`src/rtl/cnn_pkg.sv`:
```
// Shared CNN definitions: DOM geometry and dom_capture state encoding.
package cnn_pkg;

  localparam int DOM_DATA_WIDTH = 16;
  localparam int DOM_ADDR_WIDTH = 3;
  localparam int DOM_DEPTH      = 8;

  typedef enum logic [1:0] {
    DOMC_IDLE    = 2'd0,
    DOMC_COLLECT = 2'd1,
    DOMC_DRAIN   = 2'd2
  } domc_state_e;

endpackage : cnn_pkg

```
`src/rtl/dom_regfile_8x16.sv`:
```
// DOM capture storage: data words plus one valid bit per entry.
// One write port, one combinational read port, bulk valid clear.
module dom_regfile_8x16
  import cnn_pkg::*;
#(
  parameter int DATA_WIDTH = DOM_DATA_WIDTH,
  parameter int ADDR_WIDTH = DOM_ADDR_WIDTH
) (
  input  logic                        clk_i,
  input  logic                        rst_i,
  input  logic                        we_i,
  input  logic [ADDR_WIDTH-1:0]       waddr_i,
  input  logic [DATA_WIDTH-1:0]       wdata_i,
  input  logic                        clr_vld_i,
  input  logic [ADDR_WIDTH-1:0]       raddr_i,
  output logic [DATA_WIDTH-1:0]       rdata_o,
  output logic                        rvld_o,
  output logic [(2**ADDR_WIDTH)-1:0]  vld_o
);

  localparam int DEPTH = 2 ** ADDR_WIDTH;

  logic [DATA_WIDTH-1:0] mem_q [DEPTH];
  logic [DEPTH-1:0]      vld_q;

  // Storage update; a write in the same cycle as a clear keeps its own valid bit.
  always_ff @(posedge clk_i or posedge rst_i) begin
    if (rst_i) begin
      for (int i = 0; i < DEPTH; i++) begin
        mem_q[i] <= '0;
      end
      vld_q <= '0;
    end else begin
      if (clr_vld_i) begin
        vld_q <= '0;
      end
      if (we_i) begin
        mem_q[waddr_i] <= wdata_i;
        vld_q[waddr_i] <= 1'b1;
      end
    end
  end

  assign rdata_o = mem_q[raddr_i];
  assign rvld_o  = vld_q[raddr_i];
  assign vld_o   = vld_q;

endmodule : dom_regfile_8x16

```
`src/rtl/dom_capture.sv`:
```
// dom_capture: collects the cnn DOM write stream into an 8-entry buffer and,
// on finish, drains every entry in address order over a valid/ready port.
// Overwrites, unwritten entries and writes during drain raise sticky flags.
module dom_capture
  import cnn_pkg::*;
#(
  parameter int DATA_WIDTH = DOM_DATA_WIDTH,
  parameter int ADDR_WIDTH = DOM_ADDR_WIDTH
) (
  input  logic                  clock,
  input  logic                  reset,
  input  logic [ADDR_WIDTH-1:0] dom_address,
  input  logic [DATA_WIDTH-1:0] dom_data,
  input  logic                  dom_ready,
  input  logic                  finish,
  output logic                  out_valid,
  input  logic                  out_ready,
  output logic [DATA_WIDTH-1:0] out_data,
  output logic [ADDR_WIDTH-1:0] out_index,
  output logic                  out_last,
  output logic                  busy,
  output logic                  overwrite_err,
  output logic                  missing_err,
  output logic                  drop_err
);

  localparam int DEPTH = 2 ** ADDR_WIDTH;
  localparam logic [ADDR_WIDTH-1:0] LAST_IDX = ADDR_WIDTH'(DEPTH - 1);

  domc_state_e           state_q, state_d;
  logic [ADDR_WIDTH-1:0] rd_idx_q, rd_idx_d;
  logic                  out_valid_q, out_valid_d;
  logic [DATA_WIDTH-1:0] out_data_q, out_data_d;
  logic [ADDR_WIDTH-1:0] out_index_q, out_index_d;
  logic                  out_last_q, out_last_d;
  logic                  cur_vld_q, cur_vld_d;   // valid bit of the word being presented
  logic                  busy_q, busy_d;
  logic                  ow_q, ow_d;
  logic                  miss_q, miss_d;
  logic                  drop_q, drop_d;

  logic                  wr_en_s;
  logic                  hs_s;
  logic                  last_hs_s;
  logic                  bypass_s;
  logic [DATA_WIDTH-1:0] rf_rdata_s;
  logic                  rf_rvld_s;
  logic [DEPTH-1:0]      rf_vld_s;

  // The read port looks ahead at the next index so the output word can be registered.
  dom_regfile_8x16 #(
    .DATA_WIDTH (DATA_WIDTH),
    .ADDR_WIDTH (ADDR_WIDTH)
  ) u_regfile (
    .clk_i     (clock),
    .rst_i     (reset),
    .we_i      (wr_en_s),
    .waddr_i   (dom_address),
    .wdata_i   (dom_data),
    .clr_vld_i (last_hs_s),
    .raddr_i   (rd_idx_d),
    .rdata_o   (rf_rdata_s),
    .rvld_o    (rf_rvld_s),
    .vld_o     (rf_vld_s)
  );

  // Next-state, read index and sticky error flags.
  always_comb begin
    state_d   = state_q;
    rd_idx_d  = rd_idx_q;
    ow_d      = ow_q;
    miss_d    = miss_q;
    drop_d    = drop_q;
    wr_en_s   = 1'b0;
    hs_s      = out_valid_q & out_ready;
    last_hs_s = hs_s & out_last_q;
    case (state_q)
      DOMC_IDLE: begin
        wr_en_s = dom_ready;
        if (finish) begin
          state_d = DOMC_DRAIN;
        end else if (dom_ready) begin
          state_d = DOMC_COLLECT;
        end else begin
          state_d = DOMC_IDLE;
        end
      end
      DOMC_COLLECT: begin
        wr_en_s = dom_ready;
        if (finish) begin
          state_d = DOMC_DRAIN;
        end else begin
          state_d = DOMC_COLLECT;
        end
      end
      DOMC_DRAIN: begin
        if (last_hs_s) begin
          state_d  = DOMC_IDLE;
          rd_idx_d = '0;
        end else if (hs_s) begin
          rd_idx_d = rd_idx_q + ADDR_WIDTH'(1);
        end else begin
          rd_idx_d = rd_idx_q;
        end
        if (hs_s && !cur_vld_q) begin
          miss_d = 1'b1;
        end else begin
          miss_d = miss_q;
        end
        if (dom_ready) begin
          drop_d = 1'b1;
        end else begin
          drop_d = drop_q;
        end
      end
      default: begin
        state_d  = DOMC_IDLE;
        rd_idx_d = '0;
      end
    endcase
    if (wr_en_s && rf_vld_s[dom_address]) begin
      ow_d = 1'b1;
    end else begin
      ow_d = ow_q;
    end
  end

  // Next output word; a write coinciding with finish is forwarded since it is not yet stored.
  always_comb begin
    out_valid_d = 1'b0;
    out_index_d = '0;
    out_last_d  = 1'b0;
    out_data_d  = '0;
    cur_vld_d   = 1'b0;
    busy_d      = (state_d != DOMC_IDLE);
    bypass_s    = wr_en_s && (dom_address == rd_idx_d);
    if (state_d == DOMC_DRAIN) begin
      out_valid_d = 1'b1;
      out_index_d = rd_idx_d;
      out_last_d  = (rd_idx_d == LAST_IDX);
      if (bypass_s) begin
        out_data_d = dom_data;
        cur_vld_d  = 1'b1;
      end else if (rf_rvld_s) begin
        out_data_d = rf_rdata_s;
        cur_vld_d  = 1'b1;
      end else begin
        out_data_d = '0;
        cur_vld_d  = 1'b0;
      end
    end else begin
      out_valid_d = 1'b0;
    end
  end

  // State, index, registered outputs and error flags.
  always_ff @(posedge clock or posedge reset) begin
    if (reset) begin
      state_q     <= DOMC_IDLE;
      rd_idx_q    <= '0;
      out_valid_q <= 1'b0;
      out_data_q  <= '0;
      out_index_q <= '0;
      out_last_q  <= 1'b0;
      cur_vld_q   <= 1'b0;
      busy_q      <= 1'b0;
      ow_q        <= 1'b0;
      miss_q      <= 1'b0;
      drop_q      <= 1'b0;
    end else begin
      state_q     <= state_d;
      rd_idx_q    <= rd_idx_d;
      out_valid_q <= out_valid_d;
      out_data_q  <= out_data_d;
      out_index_q <= out_index_d;
      out_last_q  <= out_last_d;
      cur_vld_q   <= cur_vld_d;
      busy_q      <= busy_d;
      ow_q        <= ow_d;
      miss_q      <= miss_d;
      drop_q      <= drop_d;
    end
  end

  assign out_valid     = out_valid_q;
  assign out_data      = out_data_q;
  assign out_index     = out_index_q;
  assign out_last      = out_last_q;
  assign busy          = busy_q;
  assign overwrite_err = ow_q;
  assign missing_err   = miss_q;
  assign drop_err      = drop_q;

endmodule : dom_capture

```
`config.mk`:
```
export PLATFORM = sky130hd
export DESIGN_NAME = dom_capture
export DESIGN_NICKNAME = d
export VERILOG_FILES = /design/src/rtl/cnn_pkg.sv /design/src/rtl/dom_regfile_8x16.sv /design/src/rtl/dom_capture.sv
export SDC_FILE = /design/constraint.sdc
export NUM_CORES = 1
export LEC_CHECK = 0
export ABC_AREA = 1
export BUFFER_PORTS_ARGS = -buffer_cell sky130_fd_sc_hd__buf_2
export CORE_UTILIZATION = 50
export CTS_CLUSTER_SIZE = 10
export DETAILED_ROUTE_END_ITERATION = 6
export PLACE_DENSITY = 0.76
export SLEW_MARGIN = 20
export SYNTH_ARGS = -nofsm -noshare
export SYNTH_HDL_FRONTEND = slang
export SYNTH_SLANG_ARGS = --single-unit
```
`constraint.sdc`:
```
create_clock -name clock -period 7.8 [get_ports clock]
set_clock_uncertainty 0.2 [all_clocks]
set_input_delay 0.39 -clock clock [delete_from_list [all_inputs] [get_ports clock]]
set_output_delay 0.39 -clock clock [all_outputs]
set_load 0.05 [all_outputs]
```
== Word level (Yosys, flattened, before mapping) ==
Cells that the tools add are included.

* Order comparisons: 6
* Bitwise logic cells: 5
* Multiply operators: 0
* Div/mod/pow operators: 0
* Equal/unequal tests: 5
* Muxes and demuxes: 32
* Add/subtract/negate cells: 1
* Reduce and logical (&&, ||, !) cells: 11
* Shift-type cells: 0

{| class="wikitable"
|+ Operator list
! operator !! count
|-
| $bwmux W128 || 1
|-
| $mux W16 || 6
|-
| $bmux W16 S3 || 1
|-
| $demux W16 S3 || 1
|-
| $mux W8 || 2
|-
| $mux W1 || 10
|-
| $mux W3 || 3
|-
| $ge A4 B4 Y1 const B || 2
|-
| $lt A3 B4 Y1 const B || 2
|-
| $not A3 Y4 || 2
|-
| $or A8 B8 Y8 || 1
|-
| $bmux W1 S3 || 2
|-
| $mux W2 || 3
|-
| $pmux W2 S3 || 1
|-
| $pmux W3 S2 || 1
|-
| $logic_and A1 B1 Y1 || 5
|-
| $eq A2 B2 Y1 const B || 2
|-
| $lt A4 B1 Y1 const B || 1
|-
| $reduce_and A2 Y1 || 2
|-
| $add A3 B1 Y3 const B || 1
|-
| $demux W1 S3 || 1
|-
| $eq A3 B3 Y1 || 1
|-
| $eq A3 B3 Y1 const B || 1
|-
| $ge A3 B1 Y1 const B || 1
|-
| 6 further kinds || 7
|}

* Latch bits: 0
* Word-level logic and storage cells: 80
* Bits in writable memories: 0
* Memories kept: 0
* Register bits after elaboration: 167
* Bits of input ports: 24
* Output and inout bits: 25
* Memory bits (read-only): 0

== Depth between registers and ports, before layout ==
* Word-level depth: 11
* Mapped depth: 15
* Gate-level depth less buffers: 14

== Hierarchy ==
From an unflattened synthesis, not the netlist that was laid out.

* Cells, all modules: 1,116
* Area, all modules: 8,242.9 µm²

{| class="wikitable"
|+ Modules (own cells, without submodules)
! module !! sequential area each (µm²) !! area each (µm²) !! times used !! cells each
|-
| dom_regfile_8x16 || 3,403.3 || 6,652.6 || 1 || 912
|-
| dom_capture || 775.7 || 1,590.3 || 1 || 204
|}

== Worst setup path before layout ==
OpenSTA, ideal clock, no wires.

* Path type: register -> register
* Start point: register out_valid_q (netlist: out_valid)
* End point: register out_data_q[1] (netlist: out_data[1])
* Setup time: 0.132 ns
* Required time: 7.468 ns
* Cell stages (with the launch flop): 16
* Path buffers: 2
* Clock period less this slack: 2.257 ns
* Setup slack: 5.543 ns
* Arrival time: 1.925 ns
* Cell sequence: dfrtp_1 -> nand2_1 -> inv_1 -> nand3_1 -> nand2_1 -> nand2_2 -> nand2_2 -> buf_6 -> nand2_1 -> nand2_2 -> nand3_4 -> buf_6 -> nand3_1 -> nor2_1 -> nor2_1 -> nor2_1

* Word-level cells in the longest chain between the ends: 11
* Elaborated cells between the ends (all ways): 19
* Those cells by class: eq/ne (2); mux (13); bitwise (3); reduce/logical (1)

{| class="wikitable"
|+ Ends and longest elaborated chain
! what !! line !! RTL
|-
| from (decl) || dom_capture.sv:32 || <nowiki>logic out_valid_q, out_valid_d;</nowiki>
|-
| from (signal assigned) || dom_capture.sv:173 || <nowiki>out_valid_q <= out_valid_d;</nowiki>
|-
| $and A1 B1 Y1 * || dom_capture.sv:75 || <nowiki>hs_s = out_valid_q & out_ready;</nowiki>
|-
| $mux W3 / $and A1 B1 Y1 (equally long branches) || dom_capture.sv:100, dom_capture.sv:76 ||
|-
| $mux W3 || dom_capture.sv:97 || <nowiki>if (last_hs_s) begin</nowiki>
|-
| $pmux W3 S2 || dom_capture.sv:77 || <nowiki>case (state_q)</nowiki>
|-
| $not A3 Y4 (not written as such) || dom_regfile_8x16.sv:44 || <nowiki>assign rdata_o = mem_q[raddr_i];</nowiki>
|-
| $bmux W16 S3 || dom_regfile_8x16.sv:44 ||
|-
| $mux W16 (not written as such) (2 in a row) || dom_regfile_8x16.sv:44 ||
|-
| $mux W16 || dom_capture.sv:144 || <nowiki>end else if (rf_rvld_s) begin</nowiki>
|-
| $mux W16 || dom_capture.sv:141 || <nowiki>if (bypass_s) begin</nowiki>
|-
| $mux W16 * || dom_capture.sv:137 || <nowiki>if (state_d == DOMC_DRAIN) begin</nowiki>
|-
| via out_data_d[1] || dom_capture.sv:33 || <nowiki>logic [DATA_WIDTH-1:0] out_data_q, out_data_d;</nowiki>
|-
| to (signal assigned) || dom_capture.sv:174 || <nowiki>out_data_q <= out_data_d;</nowiki>
|-
| to (decl) || dom_capture.sv:33 ||
|}

The timed path passes the listed nets; every way through them passes the cells marked *. The select of a mux whose other input is x is not followed.
A chain may end at the register's enable or synchronous reset.

== Worst setup path in the final report ==
* Start point: register state_q[1]
* End point: register out_data_q[9] (netlist: out_data[9])

* Word-level cells in the longest chain between the ends: 10
* Elaborated cells between the ends (all ways): 20
* Those cells by class: eq/ne (4); mux (12); bitwise (1); reduce/logical (3)

{| class="wikitable"
|+ Ends and longest elaborated chain
! what !! line !! RTL
|-
| from (decl) || dom_capture.sv:30 || <nowiki>domc_state_e state_q, state_d;</nowiki>
|-
| from (signal assigned) || dom_capture.sv:171 || <nowiki>state_q <= state_d;</nowiki>
|-
| $eq A2 B1 Y1 / $logic_not A2 Y1 (equally long branches) || dom_capture.sv:77 ||
|-
| $reduce_or A2 Y1 (no source line) || - ||
|-
| $pmux W3 S2 || dom_capture.sv:77 ||
|-
| $not A3 Y4 (not written as such) || dom_regfile_8x16.sv:44 ||
|-
| $bmux W16 S3 || dom_regfile_8x16.sv:44 ||
|-
| $mux W16 (not written as such) (2 in a row) || dom_regfile_8x16.sv:44 ||
|-
| $mux W16 || dom_capture.sv:144 ||
|-
| $mux W16 || dom_capture.sv:141 ||
|-
| $mux W16 * || dom_capture.sv:137 ||
|-
| via out_data_d[9] || dom_capture.sv:33 ||
|}

Marked as above.

==> impl_metrics.prom <==
# TYPE chip_impl_metric gauge
chip_impl_metric{name="synth_cell_type_count",unit=""} 26
chip_impl_metric{name="relSlewSlack",unit=""} 0.2628
chip_impl_metric{name="synth_seq_area_share",unit=""} 0.5143
chip_impl_info{name="library_cell_used_as_clock_root_buffer",value="sky130_fd_sc_hd__clkbuf_16"} 1
chip_impl_metric{name="cts_made_buffers",unit=""} 17
chip_impl_info{name="most_common_flop_cell_mapped_by_yosys",value="sky130_fd_sc_hd__dfrtp_1"} 1
chip_impl_metric{name="die_x",unit="um"} 129.5
chip_impl_metric{name="critPathBufInv",unit=""} 3
chip_impl_metric{name="gr-usage-all-layers",unit=""} 0.2559
chip_impl_metric{name="worst_margin_pin_slew",unit="ns"} 1.103
chip_impl_metric{name="detailed_place_hpwl",unit="mm"} 11.33
chip_impl_metric{name="detailedRoute.firstIterationViolations",unit=""} 674
chip_impl_metric{name="holdPathStages",unit=""} 2
chip_impl_info{name="synth.most_common_cell",value="sky130_fd_sc_hd__nand2_1"} 1
chip_impl_info{name="crit_slowest_cell",value="sky130_fd_sc_hd__nand2_4"} 1
chip_impl_metric{name="count_of_unresolved_drc_violations_after_routing",unit=""} 0
chip_impl_metric{name="top_level_ports",unit=""} 49
chip_impl_metric{name="tritoncts_num_sinks",unit=""} 167
chip_impl_metric{name="layout-drive-gt1-share",unit=""} 0.1023
chip_impl_metric{name="r2r_setup_slack",unit="ns"} 4.24
chip_impl_metric{name="nets",unit=""} 1077
chip_impl_info{name="outcome",value="finished, final reports clean"} 1
chip_impl_metric{name="routabilityCongestion",unit=""} 0.8344
chip_impl_metric{name="worst-path-stages",unit=""} 14
chip_impl_info{name="setup.worst_path.start_class",value="flop"} 1
chip_impl_metric{name="fin_worst_hold_slack",unit="ns"} 0.01186
chip_impl_metric{name="synth_area_per_cell",unit="sq um"} 7.805
chip_impl_metric{name="layoutNonFillerInstCount",unit=""} 1281
chip_impl_metric{name="synth-async-reset-ratio",unit=""} 1.000
chip_impl_info{name="crit-reg2reg-launch",value="state_q[1]$_DFF_PP0_"} 1
chip_impl_metric{name="powerDensity",unit="nW/um^2"} 469.4
chip_impl_metric{name="worst-endpoint-required",unit="ns"} 7.88
chip_impl_info{name="cts_tree",value="done"} 1
chip_impl_metric{name="ctsLongestPathBuffers",unit=""} 2
chip_impl_info{name="netlist_top_cells_count",value="245 x sky130_fd_sc_hd__nand2_1, 170 x sky130_fd_sc_hd__nand3_1, 167 x sky130_fd_sc_hd__dfrtp_1"} 1
chip_impl_metric{name="cts.repair_timing.setup_buffer_count",unit=""} 0
chip_impl_metric{name="slew_limit_fails",unit=""} 0
chip_impl_metric{name="synth-edff-count",unit=""} 0
chip_impl_metric{name="max_freq",unit="MHz"} 280.9
chip_impl_metric{name="leakage_power",unit="nW"} 4.683
chip_impl_info{name="worstPathCellList",value="inv_2 -> nor2_4 -> nand2_2 -> inv_2 -> nand2_4 -> nand2_4 -> inv_2 -> nand2_1 -> nand2_1 -> nand3_4 -> nand3_1 -> nor2_1 -> nor2_1 -> nor2_1"} 1
chip_impl_metric{name="design.core.area",unit="sq um"} 15890
chip_impl_metric{name="worstSkewPairLatency",unit="ns"} 0.43
chip_impl_metric{name="dr.pass1.iters",unit=""} 5
chip_impl_info{name="worstSetupPathType",value="flop to flop"} 1
chip_impl_metric{name="routedWlPerCell",unit="um"} 15.56
chip_impl_metric{name="post_cts_resized",unit=""} 0
chip_impl_metric{name="antenna_cells",unit=""} 0
chip_impl_metric{name="syn-num-nets",unit=""} 1066
chip_impl_metric{name="floorplan.initialDensity",unit=""} 0.5115
chip_impl_metric{name="clkSlewWorstSetupHoldPaths",unit="ns"} 0.06
chip_impl_metric{name="r2r_depth",unit=""} 14
chip_impl_metric{name="dieArea",unit="sq um"} 16760
chip_impl_metric{name="rows",unit=""} 46
chip_impl_metric{name="final-hold-violation-count",unit=""} 0
chip_impl_metric{name="vias",unit=""} 6828
chip_impl_metric{name="areaGrowthSynthToFinish",unit="%"} 11.76
chip_impl_metric{name="count_of_antenna_violating_nets_left_after_detailed_routing",unit=""} 0
chip_impl_metric{name="grt_first_pass_wirelength",unit="mm"} 32.73
chip_impl_metric{name="min_period",unit="ns"} 3.560
chip_impl_metric{name="netlist.area_leader.share",unit=""} 0.5143
chip_impl_metric{name="setup_violations",unit=""} 0
chip_impl_metric{name="first_global_vias",unit=""} 6541
chip_impl_metric{name="crit_arrival",unit="ns"} 3.64
chip_impl_metric{name="die_h",unit="um"} 129.5
chip_impl_metric{name="post-place-ws",unit="ns"} 4.231
chip_impl_metric{name="drt-vias-per-instance",unit=""} 5.330
chip_impl_metric{name="postPlaceCellArea",unit="sq um"} 8341
chip_impl_metric{name="timing.critical_path.fanout_max",unit=""} 71
chip_impl_metric{name="route.final.wire_length",unit="mm"} 19.94
chip_impl_info{name="worstReg2RegEnd",value="out_data[9]$_DFF_PP0_"} 1
chip_impl_metric{name="grt_start_max_net_pins",unit=""} 98
chip_impl_metric{name="vdd_drop_max",unit="V"} 0.0002747
chip_impl_metric{name="syn_inst",unit=""} 1041
chip_impl_metric{name="grt.overflow.total",unit=""} 0
chip_impl_metric{name="timing.final.ws_setup",unit="ns"} 4.240
chip_impl_metric{name="drv.max_cap_violation_count",unit=""} 0
chip_impl_info{name="grt_setup_unrepaired",value="false"} 1
chip_impl_metric{name="postSynthRegisterBits",unit=""} 167
chip_impl_metric{name="delay_contributed_by_the_slowest_stage_of_the_critical_path",unit="ns"} 0.64
chip_impl_metric{name="place.detailed.instances",unit=""} 1248
chip_impl_metric{name="synth_area",unit="sq um"} 8125
chip_impl_metric{name="total_power",unit="mW"} 4.263
chip_impl_metric{name="final_core_util",unit=""} 0.5717
chip_impl_info{name="hold_path.class",value="input pin to flop"} 1
chip_impl_info{name="hold_end",value="drop_err$_DFFE_PP0P_"} 1
chip_impl_metric{name="tns",unit="ns"} 0
chip_impl_metric{name="port_buffers",unit=""} 48
chip_impl_metric{name="synth.yosys.warnings",unit=""} 0
chip_impl_metric{name="stdcell_area",unit="sq um"} 9081
chip_impl_metric{name="initial_antenna_violation_count",unit=""} 0
chip_impl_metric{name="cts_max_level",unit=""} 4
chip_impl_info{name="critical_path.endpoint_type",value="flop"} 1
chip_impl_info{name="ys_top_cells_by_area",value="sky130_fd_sc_hd__dfrtp_1 51%, sky130_fd_sc_hd__nand2_1 11%, sky130_fd_sc_hd__nand3_1 10%"} 1
chip_impl_info{name="hold_path_startpoint",value="dom_ready"} 1
chip_impl_metric{name="timing.final.crit_share",unit=""} 0.4564
chip_impl_info{name="critical_path.top_delay_family",value="simple AND/OR/NAND/NOR gates"} 1
chip_impl_info{name="netlist.top_cell.by_area",value="sky130_fd_sc_hd__dfrtp_1"} 1
==> sequential cells by signal, indices dropped and copies added (netlist names) <==
signal	cells
busy	1
state_q	2
drop_err	1
u_regfile.vld_o	8
cur_vld_q	1
overwrite_err	1
out_valid	1
u_regfile.mem_q	128
rd_idx_q	3
out_last	1
out_index	3
missing_err	1
out_data	16
==> layout make-up <==
| class | instances | area (sq um) |
|---|---|---|
| clock buffers | 20 | 466.7 |
| fillers | 1435 | 6804 |
| repair buffers | 52 | 272.8 |
| well taps | 216 | 270.3 |
| clock inverters | 12 | 244.0 |
| flip-flops and latches | 167 | 4179 |
| inverters | 148 | 563.0 |
| multi-input cells | 666 | 3085 |
==> repair_timing <==
item	CTS	global route
endpoints found under the setup margin	0	0
hold buffers	1	0
hold endpoints to repair	90	0
==> cell families (layout without fill, tap and decap cells) <==
| family | after synthesis | count (layout) | share of synthesized area |
|---|---|---|---|
| simple gates | 524 | 524 | 0.2863 |
| compound gates | 141 | 141 | 0.08839 |
| buf+inv | 208 | 232 | 0.1095 |
| fa+ha+maj | 1 | 1 | 0.001540 |
| flops | 167 | 167 | 0.5143 |
==> where the power goes <==
part	switching [mW]	internal (mW)
Clock	0.344	0.658
Sequential	0.216	1.26
Combinational	1.19	0.602
Total	1.75	2.52
==> layer usage <==
| metal | GRT usage | part of all wire | vias up | routed length (um) |
|---|---|---|---|---|
| met5 | 0 | 0 | - | 0 |
| met4 | 0.09644 | 0.018 | 0 | 356 |
| met3 | 0.05904 | 0.068 | 35 | 1350 |
| met2 | 0.4042 | 0.46 | 250 | 9264 |
| met1 | 0.3446 | 0.45 | 3243 | 8965 |
| li1 | - | - | 3300 | - |
==> placed cells by master (no fill, tap or decap), drive strengths merged <==
cell type,instances
a21o,2
a21oi,3
buf,51
bufinv,7
clkbuf,20
clkinv,2
clkinvlp,2
dfrtp,167
dlygate4sd3,1
ha,1
inv,149
nand2,253
nand3,172
nand3b,19
nand4,1
nor2,78
nor4,1
o211ai,1
o21ai,132
o21bai,1
o22ai,2
==> worst max-delay path by stage <==
stage | startpoint | to | slack, ns
final | state_q[1]$_DFF_PP0_ | out_data[9]$_DFF_PP0_ | 4.24
after global placement | out_ready | out_data[3]$_DFF_PP0_ | 4.36
after floorplan | reset | busy$_DFF_PP0_ | 2.69
after CTS | out_valid$_DFF_PP0_ | out_data[9]$_DFF_PP0_ | 4.28
after detailed placement | out_ready | out_data[2]$_DFF_PP0_ | 4.23
after global routing | out_valid$_DFF_PP0_ | out_data[13]$_DFF_PP0_ | 3.92
Note: power is estimated with default switching activity, not from simulation.
